**src/rtl/mc_controller.sv**
```systemverilog
// mc_controller: Moore FSM control unit for the multi-cycle MIPS datapath.
// Optional feature macro: MC_BNE_EN (decode op 000101 as bne through state BNEEX).
module mc_controller #(
    parameter bit ILLEGAL_TRAP = 1'b0
) (
    input  logic        clk,
    input  logic        reset,
    input  logic [5:0]  op,
    input  logic [5:0]  funct,
    output logic [3:0]  state,
    output logic [15:0] controlword,
    output logic [2:0]  alucontrol,
    output logic        illegal
);
    typedef enum logic [3:0] {
        FETCH   = 4'd0,
        DECODE  = 4'd1,
        MEMADR  = 4'd2,
        MEMRD   = 4'd3,
        MEMWB   = 4'd4,
        MEMWR   = 4'd5,
        RTYPEEX = 4'd6,
        RTYPEWB = 4'd7,
        BEQEX   = 4'd8,
        ADDIEX  = 4'd9,
        ADDIWB  = 4'd10,
        JEX     = 4'd11,
        BNEEX   = 4'd12,
        UNUSED13 = 4'd13,
        UNUSED14 = 4'd14,
        HALT    = 4'd15
    } state_t;

    state_t state_q, state_d, dec_next;
    logic   dec_legal;

    // state register; reset abandons any instruction in flight
    always_ff @(posedge clk or posedge reset) begin
        if (reset) state_q <= FETCH;
        else       state_q <= state_d;
    end

    assign state = state_q;

    // instruction decode: target state for DECODE and legality of op/funct
    always_comb begin
        dec_next  = FETCH;
        dec_legal = 1'b1;
        case (op)
            6'b100011, 6'b101011: dec_next = MEMADR;
            6'b000000: begin
                dec_next  = RTYPEEX;
                dec_legal = funct inside {6'b100000, 6'b100010, 6'b100100, 6'b100101, 6'b101010};
            end
            6'b000100: dec_next = BEQEX;
            6'b001000: dec_next = ADDIEX;
            6'b000010: dec_next = JEX;
`ifdef MC_BNE_EN
            6'b000101: dec_next = BNEEX;
`endif
            default:   dec_legal = 1'b0;
        endcase
        if (!dec_legal) dec_next = ILLEGAL_TRAP ? HALT : FETCH;
    end

    assign illegal = (state_q == DECODE) && !dec_legal;

    // next-state and Moore control word; unreachable states fall back to FETCH
    always_comb begin
        state_d     = FETCH;
        controlword = 16'h0000;
        case (state_q)
            FETCH:   begin controlword = 16'h5010; state_d = DECODE; end
            DECODE:  begin controlword = 16'h0030; state_d = dec_next; end
            MEMADR:  begin controlword = 16'h0420; state_d = (op == 6'b101011) ? MEMWR : MEMRD; end
            MEMRD:   begin controlword = 16'h0100; state_d = MEMWB; end
            MEMWB:   begin controlword = 16'h0880; state_d = FETCH; end
            MEMWR:   begin controlword = 16'h2100; state_d = FETCH; end
            RTYPEEX: begin controlword = 16'h0402; state_d = RTYPEWB; end
            RTYPEWB: begin controlword = 16'h0840; state_d = FETCH; end
            BEQEX:   begin controlword = 16'h0605; state_d = FETCH; end
            ADDIEX:  begin controlword = 16'h0420; state_d = ADDIWB; end
            ADDIWB:  begin controlword = 16'h0800; state_d = FETCH; end
            JEX:     begin controlword = 16'h4008; state_d = FETCH; end
`ifdef MC_BNE_EN
            BNEEX:   begin controlword = 16'h8405; state_d = FETCH; end
`endif
            HALT:    begin controlword = 16'h0000; state_d = ILLEGAL_TRAP ? HALT : FETCH; end
            default: begin controlword = 16'h0000; state_d = FETCH; end
        endcase
    end

    // ALU select from aluop, with funct consulted only for aluop 10
    always_comb begin
        alucontrol = (controlword[1:0] == 2'b01) ? 3'b110 :
                     (controlword[1:0] != 2'b10) ? 3'b010 :
                     (funct == 6'b100010)        ? 3'b110 :
                     (funct == 6'b100100)        ? 3'b000 :
                     (funct == 6'b100101)        ? 3'b001 :
                     (funct == 6'b101010)        ? 3'b111 : 3'b010;
    end
endmodule

```
**config.mk**
```make
export PLATFORM = sky130hd
export DESIGN_NAME = mc_controller
export DESIGN_NICKNAME = d
export VERILOG_FILES = /design/src/rtl/mc_controller.sv
export SDC_FILE = /design/constraint.sdc
export NUM_CORES = 1
export LEC_CHECK = 0
export CORE_MARGIN = 1
export CORE_UTILIZATION = 36
export CTS_CLUSTER_SIZE = 28
export DETAILED_ROUTE_END_ITERATION = 10
export GPL_TIMING_DRIVEN = 0
export PLACE_DENSITY = 0.93
export SETUP_SLACK_MARGIN = 0.5
export SLEW_MARGIN = 20
export SYNTH_ARGS = -nofsm -noshare
export SYNTH_HDL_FRONTEND = slang
export SYNTH_SLANG_ARGS = --single-unit
```
**constraint.sdc**
```tcl
create_clock -name clk -period 4.8 [get_ports clk]
set_input_delay 0.72 -clock clk [delete_from_list [all_inputs] [get_ports clk]]
set_output_delay 0.72 -clock clk [all_outputs]
set_load 0.02 [all_outputs]
```
## After elaboration in Yosys (flattened, before gate mapping)

Index checks and enable logic that the tools add are counted.

- Bits in registers: 4
- Bits of input ports: 14
- Word-level logic and storage cells: 44

- Equal/unequal tests: 23
- Muxes and demuxes: 12
- Reductions and logical operators: 8

Operator list:

| kind | number |
|---|---|
| 15-bit one-hot mux with 11 select lines | 1 |
| 6-bit equality test, second input constant | 7 |
| 4-bit one-hot mux with 6 select lines | 1 |
| 3-bit 2-to-1 mux | 7 |
| 4-bit one-hot mux with 5 select lines | 1 |
| 4-bit by 3-bit equality test with 1-bit output, second input constant | 4 |
| 4-bit equality test, second input constant | 4 |
| 4-bit by 2-bit equality test with 1-bit output, second input constant | 2 |
| 6-bit by 2-bit equality test with 1-bit output, second input constant | 1 |
| 6-bit by 3-bit equality test with 1-bit output, second input constant | 1 |
| 6-bit by 4-bit equality test with 1-bit output, second input constant | 1 |
| 6-bit zero test | 1 |
| 5-bit nonzero test | 1 |
| 5-bit OR reduction | 1 |
| 4-bit by 1-bit equality test with 1-bit output, second input constant | 1 |
| 4-bit zero test | 1 |
| 4-bit 2-to-1 mux | 1 |
| 2-bit OR reduction | 2 |
| 2-bit by 1-bit equality test with 1-bit output, second input constant | 1 |
| 2-bit inequality test, second input constant | 1 |
| 1-bit one-hot mux with 2 select lines | 1 |
| 1-bit logical AND | 1 |
| 1-bit zero test | 1 |

## Logic depth before layout (Yosys ltp)

- Depth after elaboration: 7
- Gate-level depth with buffers: 6

## Least setup slack after synthesis

Ideal clock, no wire load.

- Path kind: register -> output
- From: register state_q[2], in the netlist state[2]
- To: output port alucontrol[2]
- Arrival: 2.041 ns
- Setup slack: 2.039 ns
- Stages on the path, launching flop included: 6
- Path buffers: 1
- Path through: dfrtp_1 clkbuf_1 nand2b_1 nor3_1 nand2_1 o21bai_1

- Longest elaborated chain between the ends: 6
- Elaborated cells between the ends (all ways): 18
- Classes of those cells: 13 x eq/ne; 3 x mux; 2 x reduce/logical

RTL lines:

| item | RTL line | source |
|---|---|---|
| start: declaration | 34 | `state_t state_q, state_d, dec_next;` |
| start signal: assignment | 40 | `else state_q <= state_d;` |
| 4-bit equality test / 4-bit by 2-bit equality test with 1-bit output (equally long branches) | 72 | `case (state_q)` |
| 2-bit OR reduction (no line) | n/a |  |
| 15-bit one-hot mux with 11 select lines * | 72 |  |
| named net controlword[1] | 11 | `output logic [15:0] controlword,` |
| 2-bit inequality test | 96 | `(controlword[1:0] != 2'b10) ? 3'b010 :` |
| 3-bit 2-to-1 mux | 96 |  |
| 3-bit 2-to-1 mux * | 95 | `alucontrol = (controlword[1:0] == 2'b01) ? 3'b110 :` |
| end: declaration | 12 | `output logic [2:0] alucontrol,` |

The timed path passes the listed nets; every way through them passes the cells marked *.

## Final worst setup path

- From: input port op[2]
- To: output port illegal

- Longest elaborated chain between the ends: 5
- Elaborated cells between the ends (all ways): 10
- Classes of those cells: 5 x eq/ne; 1 x mux; 4 x reduce/logical

RTL lines:

| item | RTL line | source |
|---|---|---|
| start: declaration | 8 | `input logic [5:0] op,` |
| 6-bit equality test (tied with other cells) | 49 | `case (op)` |
| 5-bit OR reduction (no line) | n/a |  |
| 1-bit one-hot mux with 2 select lines * | 49 |  |
| 1-bit zero test * | 66 | `assign illegal = (state_q == DECODE) && !dec_legal;` |
| 1-bit logical AND * | 66 |  |
| end: declaration | 13 | `output logic illegal` |

Every way passes the cells marked *; elsewhere a longest branch is shown, timed or not.

==> results.sh <==
export IMPL_ys_flop_type="dfrtp_1"
export IMPL_yosys_area_share_simple=0.433
export IMPL_vdd_drop_max_uv=203
export IMPL_vias=740
export IMPL_ant_nets=0
export IMPL_path_buf_inv=2
export IMPL_max_freq_ghz=0.270
export IMPL_die_w_um=40.8
export IMPL_arrival_ns=2.99
export IMPL_hold_viol=0
export IMPL_diodes=0
export IMPL_synth_edf_count=0
export IMPL_die_area_um2=1660
export IMPL_cap_violations=0
export IMPL_finalWirelength_um=1650
export IMPL_gr_usage_all_layers=0.242
export IMPL_synth_yosys_seq_area_share=0.185
export IMPL_cts_tree="done"
export IMPL_cts_root_buffer="clkbuf_4"
export IMPL_layout_cells_most_common="clkdlybuf4s50_1"
export IMPL_clk_latency_ns=0.25
export IMPL_slowest_delay_ns=0.56
export IMPL_rows=13
export IMPL_synth_top_family_by_area="simple AND/OR/NAND/NOR gates"
export IMPL_synth_warnings=0
export IMPL_antenna_found_initial=0
export IMPL_synthMuxAreaShare=0.0208
export IMPL_async_reset_ff_frac=1.00
export IMPL_drc=0
export IMPL_synth_seq_cells=4
export IMPL_setup_viol=0
export IMPL_power_leakage_nw=0.359
export IMPL_wl_per_cell_um=12.7
export IMPL_synth_avg_cell_area_um2=7.11
export IMPL_path_class="in -> out"
export IMPL_first_iter_violations=13
export IMPL_portBuffers=36
export IMPL_synthToLayoutAreaGrowth_pct=74.3
export IMPL_grt_start_max_net_pins=11
export IMPL_critical_path_top_delay_family="simple AND/OR/NAND/NOR gates"
export IMPL_cp_required_ns=4.08
export IMPL_cp_max_fo=5
export IMPL_die_h_um=40.8
export IMPL_synthAdderAreaFrac=0
export IMPL_cp_common_cell="clkdlybuf4s50_1"
export IMPL_cp_end_kind="output port"
export IMPL_cts_sinks=4
export IMPL_finalSetupTns_ns=0
export IMPL_initial_core_util=0.400
export IMPL_cts_buffer_depth=2
export IMPL_synth_compound_area_frac=0.206
export IMPL_grt_pass1_vias=638
export IMPL_cts_hold_buf=0
export IMPL_viasPerCell=5.69
export IMPL_cts_max_level=1
export IMPL_synthXorXnorAreaFrac=0.0486
export IMPL_syn_nets=90
export IMPL_cts_setup_buffers=0
export IMPL_rsz0062_at_grt="no"
export IMPL_grt_pass1_wl_um=2540
export IMPL_firstDrtPassIters=4
export IMPL_min_path_type="reg -> reg"
export IMPL_period_share=0.773
export IMPL_cts_repair_resize_count=0
export IMPL_fp_coreArea_um2=1350
export IMPL_ioPinCount=38
export IMPL_postSynthCellCount=76
export IMPL_synth_distinct_cells=39
export IMPL_grt_busiest_layer="met2"
export IMPL_cts_buffers_inserted=3
export IMPL_grt_ovfl_total=0
export IMPL_final_cell_mix="36 x clkdlybuf4s50_1, 12 x nor2_1, 7 x nor3_1"
export IMPL_startpoint_type="input pin"
export IMPL_clock_skew_ns=0.0101
export IMPL_status="finished, final reports clean"
export IMPL_slowest_stage="clkdlybuf4s50_1"
export IMPL_power_density_nw_per_um2=393
export IMPL_syn_area_um2=541
export IMPL_use_met1=0.247
export IMPL_fin_nets=131
export IMPL_layout_drive_gt1_share=0.157
export IMPL_timing_final_max_slew_violations=0
export IMPL_largest_reg_flops=4
export IMPL_period_needed_ns=3.71
export IMPL_holdWs_ns=0.638
export IMPL_grt_util_met2=0.389
export IMPL_gp_congestion=0.806
export IMPL_clk_pin_slew_worst_paths_ns=0.04
export IMPL_use_met3=0.0870
export IMPL_path_cells="clkdlybuf4s50_1, or4_4, or3_4, nor3_4, nor4_1, clkdlybuf4s50_1"
export IMPL_hpwlAfterDp_um=1320
-- metrics by stage --
stage | worst slack, ns | total power, mW | area, um2 | instances | utilization
6_report | 1.09 | 0.370 | 942 | 130 | 0.698
2_1_floorplan | 2.04 | 0.203 | 541 | 76 | -
5_1_grt | 1.03 | 0.397 | 942 | 130 | 0.698
4_1_cts | 1.10 | 0.373 | 942 | 130 | 0.698
3_3_place_gp | 1.13 | 0.318 | 920 | 127 | 0.681
3_5_place_dp | 1.10 | 0.325 | 920 | 127 | 0.681
-- layout make-up --
type,count,area [um2]
buffer,7,38.8
inverter,4,15.0
multi-input combinational,61,387
clock buffer,3,22.5
fill,118,408
sequential,4,100
tap,15,18.8
timing repair buffer,36,360
-- per-layer routing --
metal | vias up | share of wire
li1 | 348 | -
met1 | 338 | 0.38
met2 | 45 | 0.50
met3 | 9 | 0.076
met4 | 0 | 0.038
met5 | - | 0
-- cells by family (layout without fill, tap and decap cells) --
kind of cell | count (synthesis) | in the layout
AOI/OAI and AO/OA | 15 | 15
xor gates and xnor gates | 3 | 3
buffers and inverters | 11 | 50
DFF | 4 | 4
muxes | 1 | 1
other | 1 | 1
and+or+nand+nor | 41 | 41
-- Yosys cell counts, types with 2 or more instances --
library cell	count	area (um2)
a31oi_1	2	12.5
buf_4	3	22.5
clkbuf_1	3	11.3
dfrtp_1	4	100
inv_1	3	11.3
nand2_1	5	18.8
nor2_1	12	45.0
nor3_1	7	35.0
nor4_1	2	12.5
o21ai_0	4	20.0
or3_1	2	12.5
xnor2_1	2	17.5
-- power by group --
group          leakage (nW)  switching [mW]  internal (mW)
logic                 0.292           0.148          0.127
clock network        0.0138          0.0178         0.0282
registers            0.0532         0.00626         0.0427
-- final timing paths --
check	slack, ns	cells after the start	to	from
max reg2reg	2.87	6	state[1]$_DFF_PP0_	state[1]$_DFF_PP0_
min	0.64	2	state[2]$_DFF_PP0_	state[2]$_DFF_PP0_
max in group asynchronous	3.99	2	state[2]$_DFF_PP0_	reset
max	1.09	6	illegal	op[2]
min reg2reg	0.64	2	state[2]$_DFF_PP0_	state[2]$_DFF_PP0_
min in group asynchronous	0.65	2	state[0]$_DFF_PP0_	reset
-- worst min-delay path, cell delays in order (launching register included) --
cell     delay (ns)
dfrtp_1        0.35
or3_1          0.17
o31ai_2        0.07
Power figures use the tool's default switching activity.
